### config.mk
export PLATFORM = sky130hd
export DESIGN_NAME = rx_word_aligner
export DESIGN_NICKNAME = d
export VERILOG_FILES = /design/src/rtl/zmod_link_pkg.sv /design/src/rtl/rx_word_aligner.sv
export SDC_FILE = /design/constraint.sdc
export NUM_CORES = 1
export LEC_CHECK = 0
export ABC_CLOCK_PERIOD_IN_PS = 1500
export BUFFER_PORTS_ARGS = -buffer_cell sky130_fd_sc_hd__buf_2
export CAP_MARGIN = 20
export CORE_MARGIN = 2
export CORE_UTILIZATION = 51
export CTS_BUF_LIST = sky130_fd_sc_hd__clkbuf_16
export CTS_CLUSTER_DIAMETER = 30
export CTS_CLUSTER_SIZE = 25
export DETAILED_ROUTE_END_ITERATION = 16
export PLACE_DENSITY = 0.84
export SLEW_MARGIN = 20
export SYNTH_ARGS = -nofsm -noshare
export SYNTH_HDL_FRONTEND = slang
export SYNTH_SLANG_ARGS = --single-unit
### constraint.sdc
create_clock -name clk -period 1.5 [get_ports clk]
set_input_delay 0.3 -clock clk [delete_from_list [all_inputs] [get_ports clk]]
set_output_delay 0.3 -clock clk [all_outputs]
set_load 0.01 [all_outputs]
### src/rtl/zmod_link_pkg.sv
// ============================================================================
// zmod_link_pkg : shared link-checker types, defaults and saturating increment
// Rev 1.0
// ============================================================================
`default_nettype none

package zmod_link_pkg;

    localparam int DEFAULT_W = 8;

    typedef enum logic [0:0] {
        HUNT   = 1'b0,
        LOCKED = 1'b1
    } chk_state_t;

    // Saturating increment for any counter up to 64 bits wide; callers cast the result back down.
    function automatic logic [63:0] sat_inc(input logic [63:0] value, input int unsigned width);
        logic [63:0] max_val;
        max_val = (width >= 64) ? '1 : ((64'd1 << width) - 64'd1);
        return (value >= max_val) ? max_val : value + 64'd1;
    endfunction

endpackage

`default_nettype wire

### src/rtl/rx_word_aligner.sv
// ============================================================================
// rx_word_aligner : previous-word register and barrel shift selecting the
//                   W-bit window at the current bit offset
// Rev 1.0
// ============================================================================
`default_nettype none

module rx_word_aligner
    import zmod_link_pkg::*;
#(
    parameter int W  = DEFAULT_W,
    parameter int OW = $clog2(W)
) (
    input  logic          clk,
    input  logic          reset,
    input  logic [W-1:0]  din,
    input  logic          din_valid,
    input  logic [OW-1:0] offset,
    input  logic          flush,
    output logic [W-1:0]  aligned,
    output logic          aligned_valid
);

    logic [W-1:0]   prev;
    logic           prev_loaded;
    logic [2*W-1:0] window;

    assign window = {din, prev} >> offset;

    // flush marks the edge where the offset changes: the word shifted with the
    // old offset is dropped, and prev only counts once reloaded at/after it.
    always_ff @(posedge clk) begin
        if (reset) begin
            prev          <= '0;
            prev_loaded   <= 1'b0;
            aligned       <= '0;
            aligned_valid <= 1'b0;
        end else begin
            aligned_valid <= 1'b0;
            if (din_valid) begin
                prev          <= din;
                aligned       <= window[W-1:0];
                aligned_valid <= prev_loaded && !flush;
                prev_loaded   <= 1'b1;
            end else if (flush) begin
                prev_loaded <= 1'b0;
            end
        end
    end

endmodule

`default_nettype wire

## Word level (Yosys, flattened, before mapping)

Index checks and enable logic that the tools add are counted.
W data, S select, Z words.

| operators by class | value |
|---|---|
| reductions and logical operators | 4 |
| multiply operators | 0 |
| shifts and indexed selects | 1 |
| bitwise logic cells | 1 |
| muxes and demuxes | 2 |
| div/mod/pow operators | 0 |
| add/subtract/negate cells | 0 |
| equal/unequal tests | 0 |
| order comparisons | 0 |

Operators by type and width:

| operator | count |
|---|---|
| $shr A16 B3 Y8 | 1 |
| $mux W1 | 2 |
| $reduce_bool A2 Y1 | 1 |
| $reduce_or A2 Y1 | 1 |
| $logic_and A1 B1 Y1 | 1 |
| $logic_not A1 Y1 | 1 |
| $not A1 Y1 | 1 |

| storage, ports and cells | value |
|---|---|
| bits in registers | 18 |
| memory bits (read-only) | 0 |
| memories kept | 0 |
| latch bits | 0 |
| memory bits (writable) | 0 |
| input bits | 15 |

## Longest topological paths before layout

Gate-level depths: netlist of the first run.

| logic depth | value |
|---|---|
| depth in word-level cells | 2 |
| mapped depth | 5 |
| depth with buffers taken out | 3 |

## Worst setup path after synthesis of the first run

No wires, ideal clock.

| path | value |
|---|---|
| path kind | input-to-reg |
| start | input offset[1] |
| end | register aligned[1] |
| library setup time | 0.086 ns |
| setup slack | 0.163 ns |
| required time | 1.414 ns |
| arrival time | 1.251 ns |
| stages on the path | 4 |
| cell sequence | buf_6 > mux2i_1 > mux4_1 > a211oi_1 |

| on the way | value |
|---|---|
| cells in the longest elaborated chain, start to end | 1 |

RTL lines:

| element | line | text |
|---|---|---|
| start, declared | rx_word_aligner.sv:18 | `input logic [OW-1:0] offset,` |
| $shr A16 B3 Y8 | rx_word_aligner.sv:28 | `assign window = {din, prev} >> offset;` |
| end signal, assigned | rx_word_aligner.sv:42 | `aligned <= window[W-1:0];` |
| end, declared | rx_word_aligner.sv:20 | `output logic [W-1:0] aligned,` |

Every way passes these cells.
A chain may end at the register's enable or synchronous reset.

## Final worst setup path of the first run

| path | value |
|---|---|
| start | input offset[1] |
| end | register aligned[2] |

The elaborated chain is that of the path after synthesis.

==> results of run 1 <==
[cell type report]
type                    count  area share (%)
multi-input cells          65           48.54
flip-flops and latches     18           29.94
repair buffers             27           12.06
clock buffers               3           6.237
well taps                  25           2.599
clock inverters             1          0.3119
inverters                   1          0.3119
[logic make-up after synthesis]
kind of cell | Yosys count
mux | 31
compound gates | 13
flops | 18
buf+inv | 8
simple gates | 21
[cell usage after synthesis]
library cell,number,area (um2)
dfxtp_1,18,360.4
clkbuf_1,2,7.510
a21oi_1,1,5.000
nor2b_1,1,6.260
mux2_2,2,22.52
mux2i_1,23,230.2
and3_2,1,7.510
buf_2,3,15.01
a221oi_1,4,35.03
buf_6,2,22.52
a211o_1,4,35.03
mux4_2,1,22.52
nor2_1,17,63.81
a211oi_1,3,22.52
mux4_1,3,78.83
inv_1,1,3.750
mux2_1,2,22.52
and3b_2,1,10.01
nor4bb_1,1,10.01
a211oi_2,1,12.51
[metal layers]
metal	global-route usage, %	share of wire (%)	vias to the layer above
met5	0	0	-
met1	26.20	40	398
li1	-	-	390
met4	11.35	1.8	0
met2	40.27	52	35
met3	7.778	7.0	5
[path summary, 6_finish.rpt]
check               from       endpoint  slack (ns)  depth (start not counted)
max            offset[1]     aligned[2]        0.11                          4
min                flush  aligned_valid        0.22                          2
max reg2reg      prev[6]     aligned[2]        0.12                          3
min reg2reg  prev_loaded  aligned_valid        0.47                          1
[registers in the layout (all words and copies together), names as in the netlist]
signal,count
aligned,8
aligned_valid,1
prev,8
prev_loaded,1
[power by group]
part / leakage, nW / internal, mW / switching (mW)
Sequential: 0.149 / 0.511 / 0.0185
Clock: 0.0385 / 0.355 / 0.188
Combinational: 0.377 / 0.108 / 0.113
[metrics by stage]
step / hold WS [ns] / total power [mW] / utilization, % / area (um2)
6_report: 0.2233 / 1.294 / 67.51 / 1204
5_1_grt: 0.2247 / 1.341 / 67.51 / 1204
4_1_cts: 0.2241 / 1.298 / 67.51 / 1204
3_5_place_dp: 0.4713 / 0.7560 / 63.09 / 1125
3_3_place_gp: 0.4502 / 0.7474 / 63.09 / 1125
2_1_floorplan: 0.3757 / 0.6846 / - / 993.5
==> metrics.csv, run 1 <==
stage,metric,value,unit
floorplan,Std-Cell Rows,15,
route,detailed-route via count,828,
synth,multiplexer area fraction after synthesis,37.91,%
critical_path,CP Buf/Inv Count,1,
synth,Post-Synth Simple-Gate Area,9.824,%
critical_path,Required @ worst endpoint,1.67,ns
global_routing,Overall Global Routing Usage,23.53,%
sta,Slew Limit Fails,0,
synth,library cells used by synthesis,20,
sta,setup TNS,0,ns
sta,RSZ-0062 raised after global routing,no,
sta,Slew Limit Headroom,76.85,%
synth,average cell area after synthesis,10.92,um2
global_routing,grt ovf,0,
cells_and_area,Reg area,360.3,um2
global_routing,largest net degree at the start of global routing,19,
place,post-placement cell count,136,
clock_tree,Post-CTS Hold Fix Bufs,0,
power_and_ir_drop,worst vdd ir,0.0009086,V
sta,final worst slack,0.1128,ns
cells_and_area,Antenna diodes,0,
cells_and_area,multi-input logic area,584.3,um2
critical_path,crit end category,flop,
floorplan,die area,2317,um2
cells_and_area,Nets,131,
place,hpwl dp,1574,um
critical_path,crit path cell chain,buf_2 > mux2i_1 > mux4_1 > a211oi_1,
clock_tree,root buf cell,clkbuf_16,
synth,largest family of logic cells by synthesized area,multiplexers,
synth,Synth warnings,0,
run,max-cap viol count,0,
route,First-pass DRT Iterations,4,
clock_tree,CTS resizes,0,
sta,final worst path period share,92.48,%
synth,Synth Area in Compound Gates,11.08,%
global_routing,vias in the first global route,757,
synth,synthesized-area fraction occupied by xor and xnor cells,0,%
clock_tree,htree depth,1,
clock_tree,CTS Buffer Depth,2,
place,port bufs,23,
critical_path,Critical Path Fanout Max,11,
synth,synthesized flop and latch total,18,
route,"antenna viol nets, final",0,
route,# DRC,0,
sta,final hold violation count,0,
cells_and_area,"commonest non-fill, non-tap cells in the layout","mux2i_1 (23), buf_2 (23), dfxtp_1 (18)",
floorplan,Die Width,48.14,um
clock_tree,TritonCTS clock tree,built,
sta,Final setup viols,0,
critical_path,CP max stage delay,0.55,ns
cells_and_area,final cell count without fillers,140,
sta,Worst Skew,0.002897,ns
critical_path,CP Class,input port to flop,
clock_tree,Sink Count,18,
critical_path,"Data arrival, critical path",1.56,ns
floorplan,CORE AREA,1783,um2
route,DRT iter0 DRCs,14,
critical_path,CP startpoint kind,input port,
worst_hold_path,Hold Crit Class,input port to flop,
clock_tree,Worst-Skew Late Latency,0.25,ns
synth,synthesized area,993.5,um2
route,Via-to-Cell Ratio,5.914,
clock_tree,Post-CTS Setup Repair Bufs,0,
sta,minimum clock period,1.387,ns
sta,actual slew at the worst max-slew pin,0.3376,ns
power_and_ir_drop,P per Cell Area,1075,nW/um2
place,placer congestion estimate,0.8539,
floorplan,die height,48.14,um
synth,syn nets,106,
cells_and_area,# fillers,153,
synth,Synth Area in Adders,0,%
route,post-DR wirelength/cell,16.08,um
floorplan,Starting Density,55.72,%
floorplan,IO Pins,24,
cells_and_area,share of layout cells above drive strength 1,31.30,%
clock_tree,TritonCTS Buffers,3,
synth,post-synthesis sequential area ratio,36.27,%
global_routing,global-route wire length before repair,3505,um
place,worst slack at placement,-0.1291,ns
clock_tree,"Reg clk slew, reported paths",0.05,ns
synth,Syn Inst Count,91,
outcome,run status,completed,
power_and_ir_drop,Leak,0.5639,nW
cells_and_area,P&R area growth vs syn,21.16,%
global_routing,initial antenna violation count,0,
critical_path,Critical Path Slowest Stage Cell,mux4_1,
route,DRT Wirelength,2251,um
critical_path,family with the most delay on the worst path,multiplexers,
sta,Max Clock Freq,720.9,MHz
Note: power is estimated with default switching activity, not from simulation.
==> inputs of run 2 (changes only) <==
--- a/config.mk
+++ b/config.mk
@@ -15,5 +15,5 @@
 export CTS_CLUSTER_SIZE = 25
 export DETAILED_ROUTE_END_ITERATION = 16
-export PLACE_DENSITY = 0.84
+export PLACE_DENSITY = 0.77
 export SLEW_MARGIN = 20
 export SYNTH_ARGS = -nofsm -noshare
==> constraint.sdc (replaced) <==
create_clock -name clk -period 1.5 [get_ports clk]
set_input_delay 0.225 -clock clk [delete_from_list [all_inputs] [get_ports clk]]
set_output_delay 0.225 -clock clk [all_outputs]
set_load 0.01 [all_outputs]
==> run 2 against run 1 <==
Global-route usage decreased by 2.7 points. Sequential share of layout area grew 0.28 points. Clock power decreased by 6.1%. Cell count shrank 1.4%. Sequential power is essentially flat. Fmax is 1.1% higher. Cell area is 0.94% lower. Utilization decreased by 0.63 points. Critical path type is now flop to flop. Critical endpoint is now aligned[0].
==> metrics.csv, run 2 (synthesized netlist as in run 1, its figures left out) <==
stage,metric,value,unit,change
floorplan,IO Pins,24,,unchanged
route,Via-to-Cell Ratio,5.812,,-1.7%
critical_path,CP Class,flop to flop,,
sta,setup TNS,0,ns,unchanged
route,post-DR wirelength/cell,15.29,um,-4.9%
global_routing,largest net degree at the start of global routing,19,,unchanged
power_and_ir_drop,Clk pwr share,40.6,%,-1.3 points
route,First-pass DRT Iterations,4,,unchanged
route,# DRC,0,,unchanged
cells_and_area,Nets,130,,-0.76%
power_and_ir_drop,switch share,23.02,%,-1.7 points
critical_path,Required @ worst endpoint,1.67,ns,about the same
sta,actual slew at the worst max-slew pin,0.3135,ns,-0.02409 ns
cells_and_area,# fillers,145,,-5.2%
run,max-cap viol count,0,,unchanged
cells_and_area,final cell count without fillers,138,,-1.4%
sta,final worst path period share,91.47,%,-1.0 points
floorplan,CORE AREA,1783,um2,unchanged
clock_tree,"Reg clk slew, reported paths",0.05,ns,about the same
clock_tree,Post-CTS Setup Repair Bufs,0,,unchanged
clock_tree,Post-CTS Hold Fix Bufs,0,,unchanged
clock_tree,root buf cell,clkbuf_16,,
power_and_ir_drop,worst vdd ir,0.0008800,V,-3.1%
cells_and_area,Reg area,360.3,um2,unchanged
global_routing,Overall Global Routing Usage,20.87,%,-2.7 points
floorplan,Die Width,48.14,um,unchanged
critical_path,CP startpoint kind,flop,,
power_and_ir_drop,Pint,0.9677,mW,-0.69%
floorplan,die height,48.14,um,unchanged
cells_and_area,Antenna diodes,0,,unchanged
sta,Slew Limit Fails,0,,unchanged
cells_and_area,multi-input logic area,584.3,um2,unchanged
critical_path,crit end category,flop,,
clock_tree,Sink Count,18,,unchanged
floorplan,Starting Density,55.72,%,unchanged
critical_path,"Data arrival, critical path",1.54,ns,-0.02 ns
place,post-placement cell count,135,,-0.74%
clock_tree,CTS Buffer Depth,2,,unchanged
clock_tree,Worst-Skew Late Latency,0.24,ns,about the same
outcome,run status,completed,,
sta,Worst Skew,0.003376,ns,+0.0004793 ns
critical_path,Critical Path Fanout Max,3,,-8
route,detailed-route via count,802,,-3.1%
place,placer congestion estimate,0.8496,,-0.50%
power_and_ir_drop,P per Cell Area,1054,nW/um2,-1.9%
cells_and_area,Final Util,66.88,%,-0.63 points
place,port bufs,23,,unchanged
route,"antenna viol nets, final",0,,unchanged
cells_and_area,biggest regs,"aligned: 8 flops, prev: 8 flops",,
floorplan,die area,2317,um2,unchanged
sta,Final setup viols,0,,unchanged
worst_hold_path,Hold Crit Class,input port to flop,,
clock_tree,TritonCTS Buffers,3,,unchanged
global_routing,grt ovf,0,,unchanged
sta,final hold violation count,0,,unchanged
sta,Max Clock Freq,728.9,MHz,+1.1%
global_routing,global-route wire length before repair,3298,um,-5.9%
clock_tree,htree depth,1,,unchanged
cells_and_area,P&R area growth vs syn,20.02,%,
power_and_ir_drop,share of power burned in registers,42.1,%,+1.2 points
cells_and_area,share of layout cells above drive strength 1,30.97,%,-0.33 points
route,DRT iter0 DRCs,14,,unchanged
sta,Slew Limit Headroom,78.50,%,+1.7 points
global_routing,vias in the first global route,712,,-5.9%
power_and_ir_drop,part of the power in combinational logic,17.3,%,+0.2 points
cells_and_area,"commonest non-fill, non-tap cells in the layout","mux2i_1 (23), buf_2 (23), dfxtp_1 (18)",,
sta,minimum clock period,1.372,ns,-0.01515 ns
global_routing,initial antenna violation count,0,,unchanged
power_and_ir_drop,Leak,0.5576,nW,-1.1%
clock_tree,TritonCTS clock tree,built,,
power_and_ir_drop,Psw,0.2894,mW,-9.4%
sta,RSZ-0062 raised after global routing,no,,
sta,final hold slack,0.1583,ns,-0.06496 ns
clock_tree,CTS resizes,0,,unchanged
floorplan,Std-Cell Rows,15,,unchanged
route,DRT Wirelength,2110,um,-6.3%
run 2: cell count changes in the layout (fill, tap and decap cells not counted):
| cell | previous run | this run |
|---|---|---|
| buf_4 | 4 | 3 |
| clkinv_1 | 1 | 0 |
run 2: stage by stage:
step | power [mW] | worst slack (ns) | instance area, um2
finish | 1.257 | 0.1280 | 1192
global route | 1.325 | 0.07272 | 1192
detailed placement | 0.7547 | 0.007507 | 1117
CTS | 1.268 | 0.1205 | 1192
global placement | 0.7469 | 0.05133 | 1117
floorplan | 0.6846 | 0.2380 | 993.5
run 2: worst max-delay path, cell delays in order (launching register included):
cell and delay (ns):
dfxtp_1 0.38, mux2i_1 0.16, mux4_1 0.54, a211oi_2 0.21
run 2: final cells by class:
type	count	share of cell area (%)
multi-input cells	65	49.00
flip-flops and latches	18	30.22
repair buffers	26	11.54
clock buffers	3	6.296
well taps	25	2.623
inverters	1	0.3148
run 2: metal layers:
metal / track usage (%) / vias to the layer above / routed length, um
met5: 0 / - / 0
met4: 8.108 / 0 / 31
met3: 3.704 / 6 / 76
met2: 33.60 / 25 / 1026
met1: 27.85 / 382 / 976
li1: - / 389 / -
run 2: power groups by stage:
stage          Clock, mW  Sequential, mW  Combinational (mW)
2_1_floorplan          0           0.544               0.141
3_3_place_gp           0           0.537               0.210
3_5_place_dp           0           0.539               0.216
4_1_cts            0.520           0.529               0.218
5_1_grt            0.554           0.533               0.238
6_report           0.510           0.530               0.217
run 2: final timing paths:
check	startpoint	end	slack, ns	cells past startpoint
setup / recovery	prev[6]	aligned[0]	0.13	3
hold / removal	flush	aligned_valid	0.16	2
setup reg to reg	prev[6]	aligned[0]	0.13	3
hold reg to reg	prev_loaded	aligned_valid	0.46	1
